===== src/rtl/ahb_bus_arbiter_if.sv =====
// Signal bundle for ahb_bus_arbiter: two AHB-lite master ports and one shared slave port.
// The slave modport is the arbiter's view; the master modport is the surrounding system's view.
interface ahb_bus_arbiter_if;
  logic [1:0][31:0] s_m_haddr_i;
  logic [1:0][1:0]  s_m_htrans_i;
  logic [1:0]       s_m_hwrite_i;
  logic [1:0][2:0]  s_m_hsize_i;
  logic [1:0][2:0]  s_m_hburst_i;
  logic [1:0][3:0]  s_m_hprot_i;
  logic [1:0]       s_m_hmastlock_i;
  logic [1:0][5:0]  s_m_hparity_i;
  logic [1:0][31:0] s_m_hwdata_i;
  logic [1:0][6:0]  s_m_hwchecksum_i;
  logic [1:0]       s_m_hready_o;
  logic [1:0]       s_m_hresp_o;
  logic [31:0]      s_m_hrdata_o;
  logic [6:0]       s_m_hrchecksum_o;

  logic [31:0]      s_haddr_o;
  logic [1:0]       s_htrans_o;
  logic             s_hwrite_o;
  logic [2:0]       s_hsize_o;
  logic [2:0]       s_hburst_o;
  logic [3:0]       s_hprot_o;
  logic             s_hmastlock_o;
  logic [5:0]       s_hparity_o;
  logic [31:0]      s_hwdata_o;
  logic [6:0]       s_hwchecksum_o;
  logic [31:0]      s_hrdata_i;
  logic [6:0]       s_hrchecksum_i;
  logic             s_hready_i;
  logic             s_hresp_i;

  modport slave (
    input  s_m_haddr_i, s_m_htrans_i, s_m_hwrite_i, s_m_hsize_i, s_m_hburst_i,
           s_m_hprot_i, s_m_hmastlock_i, s_m_hparity_i, s_m_hwdata_i, s_m_hwchecksum_i,
           s_hrdata_i, s_hrchecksum_i, s_hready_i, s_hresp_i,
    output s_m_hready_o, s_m_hresp_o, s_m_hrdata_o, s_m_hrchecksum_o,
           s_haddr_o, s_htrans_o, s_hwrite_o, s_hsize_o, s_hburst_o, s_hprot_o,
           s_hmastlock_o, s_hparity_o, s_hwdata_o, s_hwchecksum_o
  );

  modport master (
    output s_m_haddr_i, s_m_htrans_i, s_m_hwrite_i, s_m_hsize_i, s_m_hburst_i,
           s_m_hprot_i, s_m_hmastlock_i, s_m_hparity_i, s_m_hwdata_i, s_m_hwchecksum_i,
           s_hrdata_i, s_hrchecksum_i, s_hready_i, s_hresp_i,
    input  s_m_hready_o, s_m_hresp_o, s_m_hrdata_o, s_m_hrchecksum_o,
           s_haddr_o, s_htrans_o, s_hwrite_o, s_hsize_o, s_hburst_o, s_hprot_o,
           s_hmastlock_o, s_hparity_o, s_hwdata_o, s_hwchecksum_o
  );
endinterface


===== src/rtl/ahb_bus_arbiter.sv =====
// Two-master AHB-lite arbiter (master 0 = instruction bus, master 1 = data bus) onto one slave port.
// Optional macro ARB_ROUND_ROBIN_EN: conflicts go to the master that was not granted last.
module ahb_bus_arbiter #(
  parameter int unsigned PRIO_MASTER = 1
) (
  input  logic             s_clk_i,
  input  logic             s_reset_i,
  ahb_bus_arbiter_if.slave bus
);

  localparam logic [1:0] HTRANS_IDLE = 2'b00;

  typedef struct packed {
    logic [31:0] haddr;
    logic [1:0]  htrans;
    logic        hwrite;
    logic [2:0]  hsize;
    logic [2:0]  hburst;
    logic [3:0]  hprot;
    logic        hmastlock;
    logic [5:0]  hparity;
  } addr_phase_t;

  typedef enum logic [1:0] {
    OWN_NONE = 2'd0,
    OWN_M0   = 2'd1,
    OWN_M1   = 2'd2
  } owner_e;

  addr_phase_t pend_q [2];
  addr_phase_t pend_d [2];
  logic [1:0]  pend_v_q, pend_v_d;
  owner_e      dph_own_q, dph_own_d;
  logic        dph_lock_q, dph_lock_d;
`ifdef ARB_ROUND_ROBIN_EN
  logic        last_gnt_q, last_gnt_d;
`endif

  addr_phase_t live [2];
  addr_phase_t cand [2];
  logic [1:0]  own_m;
  logic [1:0]  m_hready;
  logic [1:0]  live_req;
  logic [1:0]  elig;
  logic        lock_act;
  logic        tie_winner;
  logic        win_v;
  logic        win;

  // State register: pending buffers, data-phase owner and its lock flag.
  always_ff @(posedge s_clk_i) begin
    if (s_reset_i) begin
      pend_v_q   <= '0;
      pend_q[0]  <= '0;
      pend_q[1]  <= '0;
      dph_own_q  <= OWN_NONE;
      dph_lock_q <= 1'b0;
`ifdef ARB_ROUND_ROBIN_EN
      last_gnt_q <= 1'b1;
`endif
    end else begin
      pend_v_q   <= pend_v_d;
      pend_q[0]  <= pend_d[0];
      pend_q[1]  <= pend_d[1];
      dph_own_q  <= dph_own_d;
      dph_lock_q <= dph_lock_d;
`ifdef ARB_ROUND_ROBIN_EN
      last_gnt_q <= last_gnt_d;
`endif
    end
  end

  always_comb begin
    for (int m = 0; m < 2; m++) begin
      live[m].haddr     = bus.s_m_haddr_i[m];
      live[m].htrans    = bus.s_m_htrans_i[m];
      live[m].hwrite    = bus.s_m_hwrite_i[m];
      live[m].hsize     = bus.s_m_hsize_i[m];
      live[m].hburst    = bus.s_m_hburst_i[m];
      live[m].hprot     = bus.s_m_hprot_i[m];
      live[m].hmastlock = bus.s_m_hmastlock_i[m];
      live[m].hparity   = bus.s_m_hparity_i[m];
    end
  end

  // A master only sees hready=1 when its previous address phase has been accepted or buffered.
  always_comb begin
    own_m[0] = (dph_own_q == OWN_M0);
    own_m[1] = (dph_own_q == OWN_M1);
    lock_act = dph_lock_q && (dph_own_q != OWN_NONE);
    for (int m = 0; m < 2; m++) begin
      m_hready[m] = own_m[m] ? bus.s_hready_i : ~pend_v_q[m];
      live_req[m] = live[m].htrans[1] & m_hready[m];
      cand[m]     = pend_v_q[m] ? pend_q[m] : live[m];
      elig[m]     = (pend_v_q[m] | live_req[m]) & (~lock_act | own_m[m])
                    & bus.s_hready_i & ~s_reset_i;
    end
`ifdef ARB_ROUND_ROBIN_EN
    tie_winner = ~last_gnt_q;
`else
    tie_winner = (PRIO_MASTER != 0);
`endif
    win_v = |elig;
    win   = (elig == 2'b11) ? tie_winner : elig[1];
  end

  // Next-state: grant on hready, capture every live request that did not win.
  always_comb begin
    pend_v_d   = pend_v_q;
    pend_d[0]  = pend_q[0];
    pend_d[1]  = pend_q[1];
    dph_own_d  = dph_own_q;
    dph_lock_d = dph_lock_q;
`ifdef ARB_ROUND_ROBIN_EN
    last_gnt_d = last_gnt_q;
`endif
    if (bus.s_hready_i) begin
      dph_own_d  = OWN_NONE;
      dph_lock_d = 1'b0;
      if (win_v) begin
        dph_own_d      = win ? OWN_M1 : OWN_M0;
        dph_lock_d     = cand[win].hmastlock;
        pend_v_d[win]  = 1'b0;
`ifdef ARB_ROUND_ROBIN_EN
        last_gnt_d     = win;
`endif
      end
    end
    for (int m = 0; m < 2; m++) begin
      if (live_req[m] && !(win_v && (win == m[0]))) begin
        pend_v_d[m] = 1'b1;
        pend_d[m]   = live[m];
      end
    end
  end

  // Outputs: winner's address phase to the slave, data phase routed by the current owner.
  always_comb begin
    bus.s_haddr_o     = cand[win].haddr;
    bus.s_htrans_o    = win_v ? cand[win].htrans : HTRANS_IDLE;
    bus.s_hwrite_o    = cand[win].hwrite;
    bus.s_hsize_o     = cand[win].hsize;
    bus.s_hburst_o    = cand[win].hburst;
    bus.s_hprot_o     = cand[win].hprot;
    bus.s_hmastlock_o = cand[win].hmastlock;
    bus.s_hparity_o   = cand[win].hparity;

    bus.s_hwdata_o     = '0;
    bus.s_hwchecksum_o = '0;
    case (dph_own_q)
      OWN_M0: begin
        bus.s_hwdata_o     = bus.s_m_hwdata_i[0];
        bus.s_hwchecksum_o = bus.s_m_hwchecksum_i[0];
      end
      OWN_M1: begin
        bus.s_hwdata_o     = bus.s_m_hwdata_i[1];
        bus.s_hwchecksum_o = bus.s_m_hwchecksum_i[1];
      end
      default: ;
    endcase

    bus.s_m_hready_o     = s_reset_i ? 2'b11 : m_hready;
    bus.s_m_hresp_o      = s_reset_i ? 2'b00 : (own_m & {2{bus.s_hresp_i}});
    bus.s_m_hrdata_o     = bus.s_hrdata_i;
    bus.s_m_hrchecksum_o = bus.s_hrchecksum_i;
  end

endmodule

===== src/flat_wrapper.sv =====
// flat-port wrapper written by rule: the top's interface ports become plain ports
module ahb_bus_arbiter_flat 
#(
  parameter int unsigned PRIO_MASTER = 1
)
  (s_clk_i, s_reset_i, bus_s_m_haddr_i, bus_s_m_htrans_i, bus_s_m_hwrite_i, bus_s_m_hsize_i, bus_s_m_hburst_i, bus_s_m_hprot_i, bus_s_m_hmastlock_i, bus_s_m_hparity_i, bus_s_m_hwdata_i, bus_s_m_hwchecksum_i, bus_s_hrdata_i, bus_s_hrchecksum_i, bus_s_hready_i, bus_s_hresp_i, bus_s_m_hready_o, bus_s_m_hresp_o, bus_s_m_hrdata_o, bus_s_m_hrchecksum_o, bus_s_haddr_o, bus_s_htrans_o, bus_s_hwrite_o, bus_s_hsize_o, bus_s_hburst_o, bus_s_hprot_o, bus_s_hmastlock_o, bus_s_hparity_o, bus_s_hwdata_o, bus_s_hwchecksum_o);
  ahb_bus_arbiter_if bus_i ();
  input  logic s_clk_i;
  input  logic s_reset_i;
  input wire logic [$bits(bus_i.s_m_haddr_i)-1:0] bus_s_m_haddr_i;
  input wire logic [$bits(bus_i.s_m_htrans_i)-1:0] bus_s_m_htrans_i;
  input wire logic [$bits(bus_i.s_m_hwrite_i)-1:0] bus_s_m_hwrite_i;
  input wire logic [$bits(bus_i.s_m_hsize_i)-1:0] bus_s_m_hsize_i;
  input wire logic [$bits(bus_i.s_m_hburst_i)-1:0] bus_s_m_hburst_i;
  input wire logic [$bits(bus_i.s_m_hprot_i)-1:0] bus_s_m_hprot_i;
  input wire logic [$bits(bus_i.s_m_hmastlock_i)-1:0] bus_s_m_hmastlock_i;
  input wire logic [$bits(bus_i.s_m_hparity_i)-1:0] bus_s_m_hparity_i;
  input wire logic [$bits(bus_i.s_m_hwdata_i)-1:0] bus_s_m_hwdata_i;
  input wire logic [$bits(bus_i.s_m_hwchecksum_i)-1:0] bus_s_m_hwchecksum_i;
  input wire logic [$bits(bus_i.s_hrdata_i)-1:0] bus_s_hrdata_i;
  input wire logic [$bits(bus_i.s_hrchecksum_i)-1:0] bus_s_hrchecksum_i;
  input wire logic [$bits(bus_i.s_hready_i)-1:0] bus_s_hready_i;
  input wire logic [$bits(bus_i.s_hresp_i)-1:0] bus_s_hresp_i;
  output wire logic [$bits(bus_i.s_m_hready_o)-1:0] bus_s_m_hready_o;
  output wire logic [$bits(bus_i.s_m_hresp_o)-1:0] bus_s_m_hresp_o;
  output wire logic [$bits(bus_i.s_m_hrdata_o)-1:0] bus_s_m_hrdata_o;
  output wire logic [$bits(bus_i.s_m_hrchecksum_o)-1:0] bus_s_m_hrchecksum_o;
  output wire logic [$bits(bus_i.s_haddr_o)-1:0] bus_s_haddr_o;
  output wire logic [$bits(bus_i.s_htrans_o)-1:0] bus_s_htrans_o;
  output wire logic [$bits(bus_i.s_hwrite_o)-1:0] bus_s_hwrite_o;
  output wire logic [$bits(bus_i.s_hsize_o)-1:0] bus_s_hsize_o;
  output wire logic [$bits(bus_i.s_hburst_o)-1:0] bus_s_hburst_o;
  output wire logic [$bits(bus_i.s_hprot_o)-1:0] bus_s_hprot_o;
  output wire logic [$bits(bus_i.s_hmastlock_o)-1:0] bus_s_hmastlock_o;
  output wire logic [$bits(bus_i.s_hparity_o)-1:0] bus_s_hparity_o;
  output wire logic [$bits(bus_i.s_hwdata_o)-1:0] bus_s_hwdata_o;
  output wire logic [$bits(bus_i.s_hwchecksum_o)-1:0] bus_s_hwchecksum_o;
  assign bus_i.s_m_haddr_i = bus_s_m_haddr_i;
  assign bus_i.s_m_htrans_i = bus_s_m_htrans_i;
  assign bus_i.s_m_hwrite_i = bus_s_m_hwrite_i;
  assign bus_i.s_m_hsize_i = bus_s_m_hsize_i;
  assign bus_i.s_m_hburst_i = bus_s_m_hburst_i;
  assign bus_i.s_m_hprot_i = bus_s_m_hprot_i;
  assign bus_i.s_m_hmastlock_i = bus_s_m_hmastlock_i;
  assign bus_i.s_m_hparity_i = bus_s_m_hparity_i;
  assign bus_i.s_m_hwdata_i = bus_s_m_hwdata_i;
  assign bus_i.s_m_hwchecksum_i = bus_s_m_hwchecksum_i;
  assign bus_i.s_hrdata_i = bus_s_hrdata_i;
  assign bus_i.s_hrchecksum_i = bus_s_hrchecksum_i;
  assign bus_i.s_hready_i = bus_s_hready_i;
  assign bus_i.s_hresp_i = bus_s_hresp_i;
  assign bus_s_m_hready_o = bus_i.s_m_hready_o;
  assign bus_s_m_hresp_o = bus_i.s_m_hresp_o;
  assign bus_s_m_hrdata_o = bus_i.s_m_hrdata_o;
  assign bus_s_m_hrchecksum_o = bus_i.s_m_hrchecksum_o;
  assign bus_s_haddr_o = bus_i.s_haddr_o;
  assign bus_s_htrans_o = bus_i.s_htrans_o;
  assign bus_s_hwrite_o = bus_i.s_hwrite_o;
  assign bus_s_hsize_o = bus_i.s_hsize_o;
  assign bus_s_hburst_o = bus_i.s_hburst_o;
  assign bus_s_hprot_o = bus_i.s_hprot_o;
  assign bus_s_hmastlock_o = bus_i.s_hmastlock_o;
  assign bus_s_hparity_o = bus_i.s_hparity_o;
  assign bus_s_hwdata_o = bus_i.s_hwdata_o;
  assign bus_s_hwchecksum_o = bus_i.s_hwchecksum_o;
  ahb_bus_arbiter #(.PRIO_MASTER(PRIO_MASTER)) u_core (.s_clk_i(s_clk_i), .s_reset_i(s_reset_i), .bus(bus_i));
endmodule

===== config.mk =====
export PLATFORM = sky130hd
export DESIGN_NAME = ahb_bus_arbiter_flat
export DESIGN_NICKNAME = d
export VERILOG_FILES = /design/src/rtl/ahb_bus_arbiter_if.sv /design/src/rtl/ahb_bus_arbiter.sv /design/src/flat_wrapper.sv
export SDC_FILE = /design/constraint.sdc
export NUM_CORES = 1
export LEC_CHECK = 0
export BUFFER_PORTS_ARGS = -buffer_cell sky130_fd_sc_hd__clkbuf_2
export CORE_MARGIN = 10
export CORE_UTILIZATION = 39
export CTS_CLUSTER_DIAMETER = 50
export CTS_CLUSTER_SIZE = 8
export DETAILED_ROUTE_END_ITERATION = 7
export GPL_ROUTABILITY_DRIVEN = 1
export PLACE_DENSITY = 0.75
export SYNTH_ARGS = -nofsm -noshare
export SYNTH_HDL_FRONTEND = slang
export SYNTH_SLANG_ARGS = --single-unit

===== constraint.sdc =====
create_clock -name s_clk_i -period 3.8 [get_ports s_clk_i]
set_clock_uncertainty 0.05 [all_clocks]
set_input_delay 0.76 -clock s_clk_i [delete_from_list [all_inputs] [get_ports s_clk_i]]
set_output_delay 0.76 -clock s_clk_i [all_outputs]
set_load 0.005 [all_outputs]

==> flow_summary.json <==
{
  "drt_iter0_drc": 234,
  "synth.avg_cell_area_sq_um": 7.851,
  "grt.total_usage": 0.1790,
  "grt_max_degree": 72,
  "die_y_microns": 151.2,
  "overflow": 0,
  "postCtsHoldBufs": 0,
  "insertion_delay_ps": 350,
  "antenna_found_initial": 0,
  "worstSetupPathType": "reg2out",
  "synth_area_leaders": "dfxtp_1 33%, mux2i_1 16%, nand2_1 11%",
  "ys_seq_elements": 109,
  "whs_ps": 406.4,
  "ys_seq_area_frac": 0.3251,
  "syn_inst": 855,
  "yosys.area.top_type": "dfxtp_1",
  "finalMaxSlewViolations": 0,
  "clkSinkCount": 109,
  "relSlewSlack": 0.3697,
  "synth.distinct_cells": 33,
  "worstPathArrival_ps": 2400,
  "coreArea_sq_um": 16700,
  "peakVddDrop_v": 0.0002181,
  "p_per_area_nw_per_um2": 363.5,
  "fin_crit_ps": 3215,
  "routed_wirelength_microns": 21430,
  "status": "finished clean",
  "cp_num_buf_inv": 3,
  "postRouteAntennaNets": 0,
  "final_cells": 1273,
  "die_area_sq_um": 22860,
  "setup_viol": 0,
  "numCtsBuffers": 9,
  "worst_ep_required_time_ps": 2990,
  "io_buffer_count": 280,
  "post_cts_buffers": 0,
  "grt_pass1_vias": 6408,
  "setup_tns_ps": 0,
  "cpMaxStageDelayCell": "nor3b_4",
  "clkTransAtPathRegs_ps": 70,
  "antenna_cells": 0,
  "cts.path.max_buffers": 2,
  "crit_path_end_kind": "output pin",
  "rsz0062_at_grt": "false",
  "period_share": 0.8460,
  "drv_cap": 0,
  "cts_tree": "built",
  "drive_gt1_frac": 0.3086,
  "clock-root-buffer": "clkbuf_16",
  "gp_congestion": 0.7975,
  "die_w_microns": 151.2,
  "dp_hpwl_microns": 16330,
  "worst_pin_slew_ps": 945.5,
  "boundaryPins": 359,
  "leakagePower_nw": 3.585,
  "nets": 1276,
  "min_path_type": "reg2reg",
  "syn_area_sq_um": 6713,
  "yosys_warnings": 0,
  "drc_errors": 0,
  "finalHoldViolCount": 0,
  "htreeDepth": 3,
  "ctsResizeCount": 0,
  "dr.pass1.iters": 4,
  "dp.cells": 1257,
  "critical_path_peak_fanout": 50,
  "critPathTopFamily": "buffers and inverters",
  "num_vias": 6460,
  "vias_per_cell": 5.075,
  "critPathMaxStageDelay_ps": 420,
  "max_freq_mhz": 311.1,
  "start_util": 0.4019,
  "routedWlPerCell_microns": 16.84,
  "grt_pass1_wl_microns": 33090,
  "startpoint_type": "flip-flop",
  "row_count": 47,
  "syn2layout_area_growth_pct": 23.22,
  "netlist.area_leader.share": 0.3251,
  "path_cells": "inv_1, ha_1, nor3b_4, nor3_4, buf_4, a211oi_1, a21oi_1, clkbuf_2",
  "syn-num-nets": 1083,
  "fillers": 1643
}
-- synthesized netlist by cell type --
cell type / number
buf_4: 39
mux2i_1: 107
nand2b_1: 14
nand2_1: 195
nor3b_4: 1
o22ai_1: 2
or3_1: 1
nor3_2: 1
nand2b_4: 1
ha_1: 3
buf_6: 7
clkbuf_1: 57
o21a_1: 1
dfxtp_1: 109
or3b_1: 1
inv_1: 3
buf_2: 10
nor3_1: 2
o211a_1: 1
a21oi_1: 103
inv_2: 1
and3_1: 3
nor2b_1: 90
o2111ai_2: 1
or2_2: 2
a211oi_1: 49
o2111ai_1: 1
a22oi_1: 39
o221a_2: 1
buf_1: 2
a21boi_0: 1
nor2_1: 6
o2111a_1: 1
-- path summary, 6_finish.rpt --
check | from | end | slack (ps) | cells past startpoint
min | u_core.pend_q[0][70] | u_core.pend_q[0][70] | 410 | 2
max | u_core.dph_own_q[0] | bus_s_haddr_o[27] | 590 | 8
max reg2reg | u_core.dph_own_q[0] | u_core.pend_q[0][78] | 1240 | 8
min reg2reg | u_core.pend_q[0][70] | u_core.pend_q[0][70] | 410 | 2
-- placed cells by master (no fill, tap or decap), types with 6 or more instances in the layout --
master	count
mux2i_1	107
nand2b_1	14
nor2b_1	90
a22oi_1	39
nand2_1	195
clkbuf_16	9
a21oi_1	103
clkbuf_2	280
nor2_1	6
buf_4	15
dfxtp_1	107
a211oi_1	49
-- per-layer routing --
| metal | GRT usage | vias to the layer above | wire (microns) |
|---|---|---|---|
| li1 | - | 3287 | - |
| met1 | 0.2079 | 2949 | 8983 |
| met2 | 0.3042 | 190 | 10200 |
| met3 | 0.06205 | 34 | 1810 |
| met4 | 0.05197 | 0 | 437 |
| met5 | 0 | - | 0 |
-- worst reg2reg max path: cells and delay by family, from the launching register on --
kind,cells,cell delay (ps)
adder cells (fa/ha/maj),1,220
buffers and inverters,3,820
flip-flops,1,330
AND/OR/NAND/NOR,2,350
AO/OA/AOI/OAI,2,720
-- sequential cells by signal, summed over array words and instances (netlist names) --
signal and count:
u_core.dph_lock_q 1, u_core.pend_q 104, u_core.dph_own_q 2, u_core.pend_v_q 2
-- metrics by stage --
step	worst slack (ps)	total power [mW]	instance area, sq um	util
2_1_floorplan	1083	1.731	6713	-
3_3_place_gp	852.4	1.962	7936	0.4752
3_5_place_dp	771.0	1.977	7936	0.4752
4_1_cts	553.1	3.044	8272	0.4953
5_1_grt	390.0	3.170	8272	0.4953
6_report	585.4	3.007	8272	0.4953
-- power breakdown --
group	total [mW]	internal [mW]	leakage [nW]	switching, mW
clock network	1.06	0.620	0.161	0.444
registers	1.27	1.22	0.895	0.0534
logic	0.672	0.314	2.53	0.357
-- final cells by class --
cell class | instances | area (sq um) | area share
clock buffers | 12 | 256.5 | 0.03101
clock inverters | 4 | 78.83 | 0.009530
inverters | 4 | 15.01 | 0.001815
multi-input cells | 627 | 3902 | 0.4718
flip-flops and latches | 109 | 2190 | 0.2647
well taps | 220 | 275.3 | 0.03328
repair buffers | 297 | 1554 | 0.1879
-- logic make-up (layout without fill, tap and decap cells) --
logic type / Yosys count / in the layout / synth area share
flops: 109 / 109 / 0.3251
simple gates: 317 / 317 / 0.2240
fa+ha+maj: 3 / 3 / 0.005592
mux: 107 / 107 / 0.1596
buf+inv: 119 / 317 / 0.09804
compound gates: 200 / 200 / 0.1877
Note: power is estimated with default switching activity, not from simulation.
